==> config.mk <==
export PLATFORM = sky130hd
export DESIGN_NAME = ps2_key_decoder
export DESIGN_NICKNAME = d
export VERILOG_FILES = /design/src/rtl/ps2_pkg.sv /design/src/rtl/ps2_evt_fifo.sv /design/src/rtl/ps2_key_decoder.sv
export SDC_FILE = /design/constraint.sdc
export NUM_CORES = 1
export LEC_CHECK = 0
export CORE_UTILIZATION = 25
export DETAILED_ROUTE_END_ITERATION = 10
export DONT_BUFFER_PORTS = 1
export PLACE_DENSITY = 0.42
export SLEW_MARGIN = 10
export SYNTH_ARGS = -nofsm -noshare
export SYNTH_HDL_FRONTEND = slang
export SYNTH_SLANG_ARGS = --single-unit
export TNS_END_PERCENT = 5
==> constraint.sdc <==
create_clock -name Clk -period 2.9 [get_ports Clk]
set_input_delay 0.29 -clock Clk [delete_from_list [all_inputs] [get_ports Clk]]
set_output_delay 0.29 -clock Clk [all_outputs]
set_load 0.03 [all_outputs]
==> src/rtl/ps2_pkg.sv <==
// Shared types and constants for the PS/2 keyboard receiver: event record, FSM state
// encodings and the set of keyboard response codes that never become key events.
package ps2_pkg;

    typedef struct packed {
        logic       ext;
        logic       press;
        logic [7:0] code;
    } ps2_evt_t;

    typedef enum logic [1:0] {StIdle, StData, StParity, StStop} frame_state_t;
    typedef enum logic [1:0] {DecBase, DecExt, DecBrk, DecExtBrk} dec_state_t;

    localparam logic [7:0] PS2_EXT   = 8'hE0;
    localparam logic [7:0] PS2_BRK   = 8'hF0;
    localparam logic [7:0] PS2_PAUSE = 8'hE1;

    localparam int unsigned NumDropped = 8;
    localparam logic [NumDropped-1:0][7:0] PS2_DROPPED = {
        8'hAA, 8'hFA, 8'hEE, 8'hFE, 8'hFC, 8'h00, 8'hFF, PS2_PAUSE
    };

    function automatic logic is_dropped(input logic [7:0] code);
        logic hit;
        hit = 1'b0;
        for (int i = 0; i < NumDropped; i++) begin
            if (code == PS2_DROPPED[i]) hit = 1'b1;
        end
        return hit;
    endfunction

endpackage

==> src/rtl/ps2_evt_fifo.sv <==
// First-word fall-through FIFO of key events; a push into a full FIFO is dropped and
// flagged unless a pop happens in the same cycle.
module ps2_evt_fifo
    import ps2_pkg::*;
#(
    parameter int unsigned Depth = 8
) (
    input  logic     clk_i,
    input  logic     rst_i,
    input  logic     push_i,
    input  ps2_evt_t data_i,
    input  logic     pop_i,
    output logic     valid_o,
    output ps2_evt_t data_o,
    output logic     overflow_o
);

    localparam int unsigned AW   = (Depth > 1) ? $clog2(Depth) : 1;
    localparam int unsigned CntW = AW + 1;

    ps2_evt_t          mem_q [Depth];
    logic [AW-1:0]     wr_q, wr_d, rd_q, rd_d;
    logic [CntW-1:0]   cnt_q, cnt_d;
    logic              empty, full, do_push, do_pop;

    always_comb begin
        empty      = (cnt_q == '0);
        full       = (cnt_q == CntW'(Depth));
        do_pop     = pop_i && !empty;
        do_push    = push_i && (!full || do_pop);
        overflow_o = push_i && full && !do_pop;
        valid_o    = !empty;
        data_o     = empty ? '0 : mem_q[rd_q];

        wr_d  = do_push ? wr_q + AW'(1) : wr_q;
        rd_d  = do_pop ? rd_q + AW'(1) : rd_q;
        cnt_d = cnt_q;
        if (do_push && !do_pop) cnt_d = cnt_q + CntW'(1);
        if (do_pop && !do_push) cnt_d = cnt_q - CntW'(1);
    end

    always_ff @(posedge clk_i or posedge rst_i) begin
        if (rst_i) begin
            wr_q  <= '0;
            rd_q  <= '0;
            cnt_q <= '0;
        end else begin
            wr_q  <= wr_d;
            rd_q  <= rd_d;
            cnt_q <= cnt_d;
        end
    end

    // Storage needs no reset: the read side is masked while empty.
    always_ff @(posedge clk_i) begin
        if (do_push) mem_q[wr_q] <= data_i;
    end

endmodule

==> src/rtl/ps2_key_decoder.sv <==
// PS/2 keyboard receiver: conditions the raw pins, deframes 11-bit frames, turns scan-code
// sequences into make/break events and queues them behind a valid/ready interface.
module ps2_key_decoder
    import ps2_pkg::*;
#(
    parameter int unsigned FILTER_LEN      = 8,
    parameter int unsigned TIMEOUT_CYCLES  = 50000,
    parameter int unsigned FIFO_DEPTH      = 8,
    parameter int unsigned SUPPRESS_REPEAT = 1
) (
    input  logic       Clk,
    input  logic       reset,
    input  logic       psClk,
    input  logic       psData,
    output logic       evt_valid,
    input  logic       evt_ready,
    output logic [7:0] evt_code,
    output logic       evt_ext,
    output logic       evt_press,
    output logic       frame_err,
    output logic       overflow
);

    localparam int unsigned FW = (FILTER_LEN > 1) ? $clog2(FILTER_LEN) : 1;
    localparam int unsigned TW = (TIMEOUT_CYCLES > 1) ? $clog2(TIMEOUT_CYCLES) : 1;
    localparam logic [FW-1:0] FiltMax = FW'(FILTER_LEN - 1);
    localparam logic [TW-1:0] TmoMax  = TW'(TIMEOUT_CYCLES - 1);

    logic          clk_s1_q, clk_s2_q, data_s1_q, data_s2_q;
    logic          filt_q, filt_d;
    logic [FW-1:0] fcnt_q, fcnt_d;
    logic          fall;

    frame_state_t  fs_q, fs_d;
    logic [2:0]    bcnt_q, bcnt_d;
    logic [7:0]    shift_q, shift_d;
    logic          par_ok_q, par_ok_d;
    logic [TW-1:0] tmo_q, tmo_d;
    logic          byte_valid, ferr;

    dec_state_t    dec_q, dec_d;
    logic [8:0]    rep_q, rep_d;
    logic [8:0]    dec_key;
    logic          is_make, is_brk, ext_bit;
    ps2_evt_t      evt_q, evt_d, head;
    logic          push_q, push_d;

    // Input conditioning: 2-FF synchronisers, then a run-length filter on the clock.
    always_comb begin
        filt_d = filt_q;
        fcnt_d = '0;
        fall   = 1'b0;
        if (clk_s2_q != filt_q) begin
            if (fcnt_q == FiltMax) begin
                filt_d = clk_s2_q;
                fall   = filt_q;
            end else begin
                fcnt_d = fcnt_q + FW'(1);
            end
        end
    end

    always_comb begin
        fs_d       = fs_q;
        bcnt_d     = bcnt_q;
        shift_d    = shift_q;
        par_ok_d   = par_ok_q;
        byte_valid = 1'b0;
        ferr       = 1'b0;
        tmo_d      = (fs_q == StIdle || fall) ? '0 : tmo_q + TW'(1);
        if (fall) begin
            unique case (fs_q)
                StIdle: begin
                    if (!data_s2_q) begin
                        fs_d   = StData;
                        bcnt_d = '0;
                    end
                end
                StData: begin
                    shift_d = {data_s2_q, shift_q[7:1]};
                    bcnt_d  = bcnt_q + 3'd1;
                    if (bcnt_q == 3'd7) fs_d = StParity;
                end
                StParity: begin
                    par_ok_d = ^{shift_q, data_s2_q};
                    fs_d     = StStop;
                end
                StStop: begin
                    if (data_s2_q && par_ok_q) byte_valid = 1'b1;
                    else                       ferr       = 1'b1;
                    fs_d = StIdle;
                end
                default: fs_d = StIdle;
            endcase
        end else if (fs_q != StIdle && tmo_q == TmoMax) begin
            fs_d = StIdle;
            ferr = 1'b1;
        end
    end

    always_comb begin
        dec_d   = dec_q;
        is_make = 1'b0;
        is_brk  = 1'b0;
        ext_bit = 1'b0;
        if (ferr) begin
            dec_d = DecBase;
        end else if (byte_valid) begin
            unique case (dec_q)
                DecBase: begin
                    if (shift_q == PS2_EXT)          dec_d = DecExt;
                    else if (shift_q == PS2_BRK)     dec_d = DecBrk;
                    else if (!is_dropped(shift_q))   is_make = 1'b1;
                end
                DecExt: begin
                    if (shift_q == PS2_BRK) begin
                        dec_d = DecExtBrk;
                    end else if (shift_q != PS2_EXT) begin
                        is_make = 1'b1;
                        ext_bit = 1'b1;
                        dec_d   = DecBase;
                    end
                end
                DecBrk: begin
                    is_brk = 1'b1;
                    dec_d  = DecBase;
                end
                DecExtBrk: begin
                    is_brk  = 1'b1;
                    ext_bit = 1'b1;
                    dec_d   = DecBase;
                end
                default: dec_d = DecBase;
            endcase
        end
    end

    // Repeat register: all-zero means empty; 00 is never a make code so it cannot collide.
    always_comb begin
        dec_key = {ext_bit, shift_q};
        rep_d   = rep_q;
        push_d  = 1'b0;
        evt_d   = '0;
        if (is_make && !(SUPPRESS_REPEAT != 0 && dec_key == rep_q)) begin
            push_d = 1'b1;
            evt_d  = '{ext: ext_bit, press: 1'b1, code: shift_q};
            if (SUPPRESS_REPEAT != 0) rep_d = dec_key;
        end
        if (is_brk) begin
            push_d = 1'b1;
            evt_d  = '{ext: ext_bit, press: 1'b0, code: shift_q};
            if (dec_key == rep_q) rep_d = '0;
        end
    end

    always_ff @(posedge Clk or posedge reset) begin
        if (reset) begin
            clk_s1_q  <= 1'b1;
            clk_s2_q  <= 1'b1;
            data_s1_q <= 1'b1;
            data_s2_q <= 1'b1;
            filt_q    <= 1'b1;
            fcnt_q    <= '0;
            fs_q      <= StIdle;
            bcnt_q    <= '0;
            shift_q   <= '0;
            par_ok_q  <= 1'b0;
            tmo_q     <= '0;
            dec_q     <= DecBase;
            rep_q     <= '0;
            evt_q     <= '0;
            push_q    <= 1'b0;
        end else begin
            clk_s1_q  <= psClk;
            clk_s2_q  <= clk_s1_q;
            data_s1_q <= psData;
            data_s2_q <= data_s1_q;
            filt_q    <= filt_d;
            fcnt_q    <= fcnt_d;
            fs_q      <= fs_d;
            bcnt_q    <= bcnt_d;
            shift_q   <= shift_d;
            par_ok_q  <= par_ok_d;
            tmo_q     <= tmo_d;
            dec_q     <= dec_d;
            rep_q     <= rep_d;
            evt_q     <= evt_d;
            push_q    <= push_d;
        end
    end

    ps2_evt_fifo #(
        .Depth(FIFO_DEPTH)
    ) u_fifo (
        .clk_i      (Clk),
        .rst_i      (reset),
        .push_i     (push_q),
        .data_i     (evt_q),
        .pop_i      (evt_ready),
        .valid_o    (evt_valid),
        .data_o     (head),
        .overflow_o (overflow)
    );

    assign evt_code  = head.code;
    assign evt_ext   = head.ext;
    assign evt_press = head.press;
    assign frame_err = ferr;

endmodule

# --- After elaboration in Yosys (flattened, before gate mapping) ---
# Memories as Yosys holds them, arrays and structs flattened.
# Cells that the tools add are included.
totals:
  out_inout_bits: 13
  mem_bits_rw: 80
  wordCells: 153
  latchBits: 0
  reg_bits: 70
  mem_count: 1
  inputBits: 5
  romBits: 0
classes:
  shifts: 0
  bitwise_logic: 0
  n_div: 0
  magnitude_cmp: 0
  mul: 0
  eq_ne: 27
  reduce_logical: 33
  add_sub_neg: 7
  mux: 65
mem_list:
  columns: ["memory", "words", "word_bits", "read_ports", "rd_clocked_by_memory_dff", "wr", "line_no", "text"]
  rows:
  - ["u_fifo.mem_q", 8, 10, 1, 0, 1, "ps2_evt_fifo.sv:21", "ps2_evt_t mem_q [Depth];"]
op_table:
  columns: ["cell", "count"]
  rows:
  - ["== test 8 bit, second input constant", 9]
  - ["2-to-1 mux 1 bit", 38]
  - ["2-to-1 mux 10 bit", 3]
  - ["2-to-1 mux 9 bit", 3]
  - ["2-to-1 mux 2 bit", 10]
  - ["adder 16 x 1 -> 16 bit, second input constant", 1]
  - ["== test 16 bit, second input constant", 1]
  - ["2-to-1 mux 16 bit", 1]
  - ["adder 3 x 1 -> 3 bit, second input constant", 4]
  - ["nonzero test 2 bit", 5]
  - ["== test 9 bit", 1]
  - ["logical AND 1 bit", 9]
  - ["2-to-1 mux 3 bit", 3]
  - ["AND reduction 3 bit", 3]
  - ["XOR reduction 9 bit", 1]
  - ["== test 2 bit, second input constant", 4]
  - ["zero test 8 bit", 1]
  - ["2-to-1 mux 4 bit", 2]
  - ["!= test 4 bit, second input constant", 2]
  - ["!= test 8 bit, second input constant", 1]
  - ["case mux 2 bit (4 select lines)", 1]
  - ["== test 3 bit, second input constant", 2]
  - ["!= test 3 bit, second input constant", 2]
  - ["case mux 2 bit (3 select lines)", 1]
  - ["14 further kinds", 24]

# --- Logic depth before layout (Yosys ltp) ---
# Gate-level depths: netlist (run 1).
logic_depth:
  depth_word: 24
  depth_mapped: 11
  depth_no_buf: 11

# --- Cells and area by module ---
# A second synthesis (run 1) with hierarchy kept.
unflattened:
  cells_unflattened: 489
  hier_area_um2: 6646.4
modules_own_cells:
  columns: ["mod", "cells_each", "seq_area_each_um2", "area_per_inst_um2", "n_inst"]
  rows:
  - ["ps2_evt_fifo", 216, 2652.5, 3688.5, 1]
  - ["ps2_key_decoder", 273, 1507.7, 2957.8, 1]

# --- Least setup slack after synthesis (run 1) ---
# OpenSTA, ideal clock, no wires.
synth_path:
  path_type: "register to output"
  start: "register fcnt_q[0]"
  end: "output port frame_err"
  path_stages_with_launch: 9
  required_time_ns: 2.610
  slack_ns: 0.447
  path_buffers: 2
  arrival_ns: 2.163
  path_cell_list: "dfrtp_1 > ha_1 > ha_1 > and3b_1 > buf_2 > or2_1 > clkbuf_1 > nor4_1 > o21bai_1"
synth_via:
  elab_chain_cells: 4
synth_rtl:
  columns: ["item", "line_no", "text"]
  rows:
  - ["start, declared", "ps2_key_decoder.sv:31", "logic [FW-1:0] fcnt_q, fcnt_d;"]
  - ["start signal, assigned", "ps2_key_decoder.sv:179", "fcnt_q <= fcnt_d;"]
  - ["== test 3 bit", "ps2_key_decoder.sv:54", "if (fcnt_q == FiltMax) begin"]
  - ["2-to-1 mux 1 bit", "ps2_key_decoder.sv:54", null]
  - ["2-to-1 mux 1 bit", "ps2_key_decoder.sv:53", "if (clk_s2_q != filt_q) begin"]
  - ["2-to-1 mux 1 bit", "ps2_key_decoder.sv:71", "if (fall) begin"]
  - ["end, declared", "ps2_key_decoder.sv:20", "output logic frame_err,"]
# Every way passes these cells.

# --- Final worst setup path (run 1) ---
# Same ends and word-level chain as after synthesis.

==> impl_metrics.json, run 1 <==
{
  "status": "completed",
  "hpwlAfterDp_microns": 8244,
  "cap_violations": 0,
  "synth_edf_count": 80,
  "m1WireLength_microns": 5966,
  "numCtsBuffers": 17,
  "internal_power_mw": 3.735,
  "crit_top_cell": "buf_4",
  "dr_wl_met2_microns": 6107,
  "period_needed_ps": 2745,
  "core-area_sq_um": 25330,
  "dr_wl_met3_microns": 385,
  "final_nets": 503,
  "synthTopCellsByArea": "edfxtp_1 (37%), dfrtp_1 (25%), mux4_2 (6.9%)",
  "yosysTopAreaCellShare_pct": 36.97,
  "cts-root-buf": "clkbuf_16",
  "gp_congestion": 0.7226,
  "p_leak_nw": 3.239,
  "relSlewSlack_pct": 56.22,
  "clock_sink_count": 150,
  "slew_viol_final": 0,
  "top_layer": "met4",
  "startpoint": "fcnt_q[0]$_DFF_PP0_",
  "place_area_sq_um": 7033,
  "grt_max_degree": 27,
  "avgSynthCellArea_sq_um": 14.41,
  "fp.dieW_microns": 163.2,
  "r2r_slack_ps": 320,
  "fin_area_sq_um": 7659,
  "ant_nets": 0,
  "row_count": 58,
  "syn-instance-count": 451,
  "worst-setup-path-type": "reg2out",
  "hold_path_class": "in2reg",
  "die_h_microns": 163.2,
  "fmax_mhz": 364.3,
  "drc": 0,
  "crit_chain": "ha_1 -> ha_2 -> and3b_1 -> buf_4 -> or2_1 -> nor4_2 -> buf_4 -> o21bai_2 -> buf_12",
  "worst_r2r_endpoint": "rep_q[7]$_DFF_PP0_",
  "p_seq_share_pct": 47.1,
  "die_area_sq_um": 26640,
  "register_area_sq_um": 4160,
  "grt.overflow.total": 0,
  "fin_util_pct": 30.24,
  "pwr-share-comb_pct": 12.1,
  "vias_per_cell": 4.314,
  "switching_power_mw": 1.378,
  "synthesis.nets": 471,
  "antennaDiodeCount": 0,
  "synth_flop_cell": "edfxtp_1",
  "drive_above_1_share_pct": 22.18,
  "multi_input_area_sq_um": 2205,
  "via_count": 3563,
  "switching_share_pct": 26.95,
  "clk_latency_ps": 420,
  "finalHoldViolCount": 0,
  "cts_buffer_depth": 2,
  "area_growth_syn_to_layout_pct": 17.87,
  "grt_pass1_vias": 3787,
  "cp_top_family": "simple AND/OR/NAND/NOR gates",
  "drt-total-wl_microns": 12620,
  "critPathLaunchType": "flop",
  "grt_pass1_wl_microns": 20780,
  "grtUsageTotal_pct": 10.52,
  "initial_utilization_pct": 25.65,
  "dr.first_iter.drc_count": 203,
  "yosysWarnings": 0,
  "ys_async_sr_fraction_pct": 46.67,
  "setup_tns_ps": 0,
  "htreeDepth": 4,
  "cp-endpoint": "frame_err",
  "cts_tree": "built",
  "worst-path-stages": 9,
  "powerDensity_nw_per_um2": 667.6,
  "antenna_found_initial": 0,
  "yosys.area.top_type": "edfxtp_1",
  "finalSetupViolCount": 0,
  "reg2reg_depth": 8,
  "arrival_ps": 2460,
  "timing.rr.start": "fcnt_q[0]$_DFF_PP0_",
  "worst_pin_slew_ps": 656.7,
  "cts.clk_slew.worst_paths_ps": 60,
  "synth_cell_types": 52,
  "wire_per_inst_microns": 15.28,
  "endpoint_kind": "output port",
  "seq_area_frac_synth_pct": 64.03,
  "cpPeakStageDelay_ps": 380,
  "worst_path_max_delay_cell": "dfrtp_1",
  "ios": 18,
  "crit_fanout": 9,
  "yosysMostFrequentCell": "edfxtp_1",
  "fin_worst_skew_ps": 9.237,
  "ir_drop_v": 0.0002873,
  "synth_seq_cells": 150,
  "port_buffers": 0,
  "cp.required_ps": 2610,
  "fin_crit_sh_pct": 94.67,
  "fillers": 2505,
  "place_ws_ps": 300.3,
  "netlist_area_sq_um": 6497,
  "synthTopCellsByCount": "edfxtp_1 (80), dfrtp_1 (65), nor2_1 (37)",
  "clockPowerShare_pct": 40.8,
  "setup_ws_ps": 154.7,
  "first_pass_iters": 7,
  "crit_buf_inv": 3,
  "rsz0062_at_grt": "no"
}
cell type report:
type / count / share of cell area, %
clock inverters: 14 / 1.813
well taps: 330 / 5.391
clock buffers: 18 / 5.604
multi-input cells: 267 / 28.79
flip-flops and latches: 150 / 54.32
repair buffers: 31 / 3.300
inverters: 16 / 0.7842
layer usage:
metal | track usage (%) | vias to the layer above
met1 | 13.41 | 1808
li1 | - | 1691
met4 | 4.078 | 0
met3 | 2.666 | 15
met5 | 0 | -
met2 | 17.05 | 49
how the worst min path moves through the flow:
stage          startpoint                          to  slack [ps]  cells after the start
6_report        evt_ready  u_fifo.rd_q[0]$_DFFE_PP0P_         230                      2
5_1_grt         evt_ready  u_fifo.rd_q[0]$_DFFE_PP0P_         230                      2
4_1_cts         evt_ready  u_fifo.rd_q[0]$_DFFE_PP0P_         210                      2
3_5_place_dp        reset          tmo_q[1]$_DFF_PP0_         260                      1
3_3_place_gp        reset          tmo_q[0]$_DFF_PP0_         260                      1
2_1_floorplan       psClk          clk_s1_q$_DFF_PP1_         290                      0
cells by family (layout without fill, tap and decap cells):
group | Yosys count | in the layout | synth area share, %
DFF | 150 | 150 | 64.03
and+or+nand+nor | 135 | 135 | 10.73
muxes | 50 | 50 | 12.04
xor gates and xnor gates | 36 | 36 | 4.853
buffers and inverters | 34 | 79 | 2.330
AOI/OAI and AO/OA | 31 | 31 | 3.024
adders and majority gates | 15 | 15 | 3.004
sequential cells by signal (all words and copies together), names as in the netlist:
register      flops
u_fifo.cnt_q      4
u_fifo.rd_q       3
data_s1_q         1
u_fifo.mem_q     80
fcnt_q            3
clk_s2_q          1
rep_q             9
clk_s1_q          1
par_ok_q          1
push_q            1
dec_q             2
bcnt_q            3
filt_q            1
shift_q           8
u_fifo.wr_q       3
fs_q              2
tmo_q            16
evt_q            10
data_s2_q         1
metrics by stage:
stage / power, mW / hold slack [ps] / std cells
global placement: 3.077 / 258.2 / 789
global route: 5.367 / 226.8 / 826
CTS: 5.217 / 213.9 / 824
finish: 5.113 / 229.1 / 826
detailed placement: 3.102 / 264.9 / 789
floorplan: 2.907 / 294.5 / 451
cell usage in the layout (no fill, tap or decap), drive strengths merged, types with 4 or more instances in the layout:
cell | netlist | final
and3 | 4 | 4
xor2 | 23 | 23
ha | 14 | 14
xnor2 | 13 | 13
mux2 | 16 | 16
edfxtp | 80 | 80
inv | 16 | 22
nand2 | 28 | 28
clkinvlp | 0 | 5
buf | 11 | 28
a21oi | 8 | 8
nand3 | 11 | 11
and2 | 11 | 11
o21ai | 13 | 13
clkbuf | 7 | 18
nand2b | 6 | 6
nor4 | 8 | 8
dfstp | 5 | 5
dfrtp | 65 | 65
nor3 | 6 | 6
mux4 | 20 | 20
mux2i | 14 | 14
nor2b | 7 | 7
nor2 | 37 | 37
worst reg2reg max path: stages (launching register included):
cell and delay (ps):
dfrtp_1 350, ha_1 170, ha_2 200, and3b_1 200, nand4_1 150, nor3_1 270
nor3_1 120, or4_1 610, mux2_1 380
repair_timing:
| action | in CTS | in global routing |
|---|---|---|
| gates resized for setup | 1 | 2 |
| pin swaps | 1 | 0 |
| hold buffers | 3 | 0 |
| setup buffers | 0 | 2 |
| hold endpoints to repair | 25 | 0 |
| setup endpoints to repair | 1 | 1 |
power by group through the flow:
stage          sequential (mW)  combinational, mW  clock, mW
6_report                  2.41              0.619       2.08
5_1_grt                   2.42              0.695       2.25
4_1_cts                   2.41              0.650       2.15
2_1_floorplan             2.41              0.499          0
3_5_place_dp              2.46              0.646          0
3_3_place_gp              2.45              0.624          0
(Power assumes the default switching activity.)
==> run 2: changes to the inputs <==
--- a/config.mk
+++ b/config.mk
@@ -6,6 +6,8 @@
 export NUM_CORES = 1
 export LEC_CHECK = 0
 export CORE_UTILIZATION = 25
+export CTS_BUF_LIST = sky130_fd_sc_hd__clkbuf_8
+export CTS_CLUSTER_DIAMETER = 100
 export DETAILED_ROUTE_END_ITERATION = 10
 export DONT_BUFFER_PORTS = 1
 export PLACE_DENSITY = 0.42
==> impl_metrics.json, run 2 (synthesis gave the netlist of run 1 again) <==
{
  "setup_tns_ps": 0,
  "worst-setup-path-type": "reg2out",
  "dr.first_iter.drc_count": 193,
  "port_buffers": 0,
  "status": "completed",
  "numCtsBuffers": 17,
  "row_count": 58,
  "critPathLaunchType": "flop",
  "rsz0062_at_grt": "no",
  "cap_violations": 0,
  "slew_viol_final": 0,
  "p_leak_nw": 3.155,
  "area_growth_syn_to_layout_pct": 14.94,
  "clock_sink_count": 150,
  "cp.required_ps": 2610,
  "wire_per_inst_microns": 15.32,
  "cts_buffer_depth": 2,
  "grt.overflow.total": 0,
  "fin_worst_skew_ps": 13.17,
  "finalHoldViolCount": 0,
  "ir_drop_v": 0.0002774,
  "clk_latency_ps": 450,
  "ant_nets": 0,
  "core-area_sq_um": 25330,
  "period_needed_ps": 2701,
  "drt-total-wl_microns": 12660,
  "relSlewSlack_pct": 56.17,
  "fin_area_sq_um": 7468,
  "drc": 0,
  "grt_max_degree": 27,
  "largest_reg_flops": 80,
  "grt_pass1_wl_microns": 20810,
  "powerDensity_nw_per_um2": 607.7,
  "m1WireLength_microns": 5913,
  "layout_common_cells": "edfxtp_1 (80), dfrtp_1 (65), nor2_1 (37), nand2_1 (28), buf_4 (27)",
  "vias_per_cell": 4.300,
  "multi_input_area_sq_um": 2206,
  "cts_tree": "built",
  "place_inst": 789,
  "antenna_found_initial": 0,
  "cts.clk_slew.worst_paths_ps": 90,
  "crit_fanout": 9,
  "initial_utilization_pct": 25.65,
  "die_h_microns": 163.2,
  "fin_crit_sh_pct": 93.15,
  "hold_path_class": "in2reg",
  "endpoint_kind": "output port",
  "worst_pin_slew_ps": 657.5,
  "dr_wl_met2_microns": 6120,
  "reg.largest.list": "u_fifo.mem_q (80), tmo_q (16), evt_q (10)",
  "final_nets": 503,
  "fp.dieW_microns": 163.2,
  "fin_cells": 826,
  "ios": 18,
  "cts-root-buf": "clkbuf_8",
  "fin_util_pct": 29.49,
  "htreeDepth": 4,
  "arrival_ps": 2410,
  "final_common_cell": "edfxtp_1",
  "drive_above_1_share_pct": 22.38,
  "r2r_slack_ps": 340,
  "via_count": 3552,
  "gp_congestion": 0.7226,
  "top_register": "u_fifo.mem_q",
  "fillers": 2522,
  "grtUsageTotal_pct": 10.49,
  "antennaDiodeCount": 0,
  "hpwlAfterDp_microns": 8244,
  "grt_pass1_vias": 3817,
  "first_pass_iters": 5,
  "die_area_sq_um": 26640,
  "top_layer": "met4",
  "finalSetupViolCount": 0,
  "register_area_sq_um": 4160,
  "place_area_sq_um": 7033,
  "fmax_mhz": 370.2,
  "dr_wl_met3_microns": 481
}
run 2: worst paths after layout:
| kind | depth (start not counted) | startpoint | end |
|---|---|---|---|
| max reg2reg | 8 | fcnt_q[0]$_DFF_PP0_ | rep_q[7]$_DFF_PP0_ |
| min reg2reg | 0 | data_s1_q$_DFF_PP1_ | data_s2_q$_DFF_PP1_ |
| min in group asynchronous | 2 | reset | u_fifo.cnt_q[3]$_DFFE_PP0P_ |
| min | 2 | evt_ready | u_fifo.rd_q[0]$_DFFE_PP0P_ |
| max in group asynchronous | 3 | reset | data_s1_q$_DFF_PP1_ |
| max | 9 | fcnt_q[0]$_DFF_PP0_ | frame_err |
run 2: repair_timing:
| item | in CTS | in global routing |
|---|---|---|
| resized for setup | 1 | 3 |
| endpoints found under the hold margin | 25 | 0 |
| hold buffers | 3 | 0 |
| endpoints found under the setup margin | 1 | 1 |
| buffers inserted | 1 | 1 |
| pin swaps | 1 | 1 |
run 2: worst max-delay path, cell delays in order (launching register included):
cell	delay [ps]
dfrtp_1	390
ha_1	210
ha_2	190
and3b_2	210
buf_4	160
or2_1	230
nor4_2	140
buf_4	150
o21bai_2	140
buf_12	150
run 2: final cells by class:
| cell class | count | area share [%] |
|---|---|---|
| Clock buffer | 17 | 3.133 |
| Clock inverter | 15 | 1.910 |
| Timing Repair Buffer | 31 | 3.384 |
| Inverter | 16 | 0.8042 |
| Tap cell | 330 | 5.529 |
| Sequential cell | 150 | 55.70 |
| Multi-Input combinational cell | 267 | 29.54 |
run 2: stage by stage:
step           hold slack, ps  power, mW  worst slack [ps]
2_1_floorplan           294.5      2.907             446.9
3_3_place_gp            258.2      3.077             395.3
3_5_place_dp            264.9      3.102             300.3
4_1_cts                 170.2      4.631            0.6068
5_1_grt                 178.2      4.788             37.78
6_report                206.1      4.539             198.5
run 2: power by group:
group | switching, mW | leakage (nW) | internal, mW
Clock | 0.876 | 0.178 | 0.626
Combinational | 0.331 | 1.10 | 0.298
Sequential | 0.0980 | 1.87 | 2.31
Total | 1.31 | 3.16 | 3.23
run 2: metal layers:
metal / track usage (%) / vias to the layer above
li1: - / 1690
met3: 2.869 / 11
met4: 3.356 / 0
met5: 0 / -
met1: 13.39 / 1792
met2: 17.10 / 59
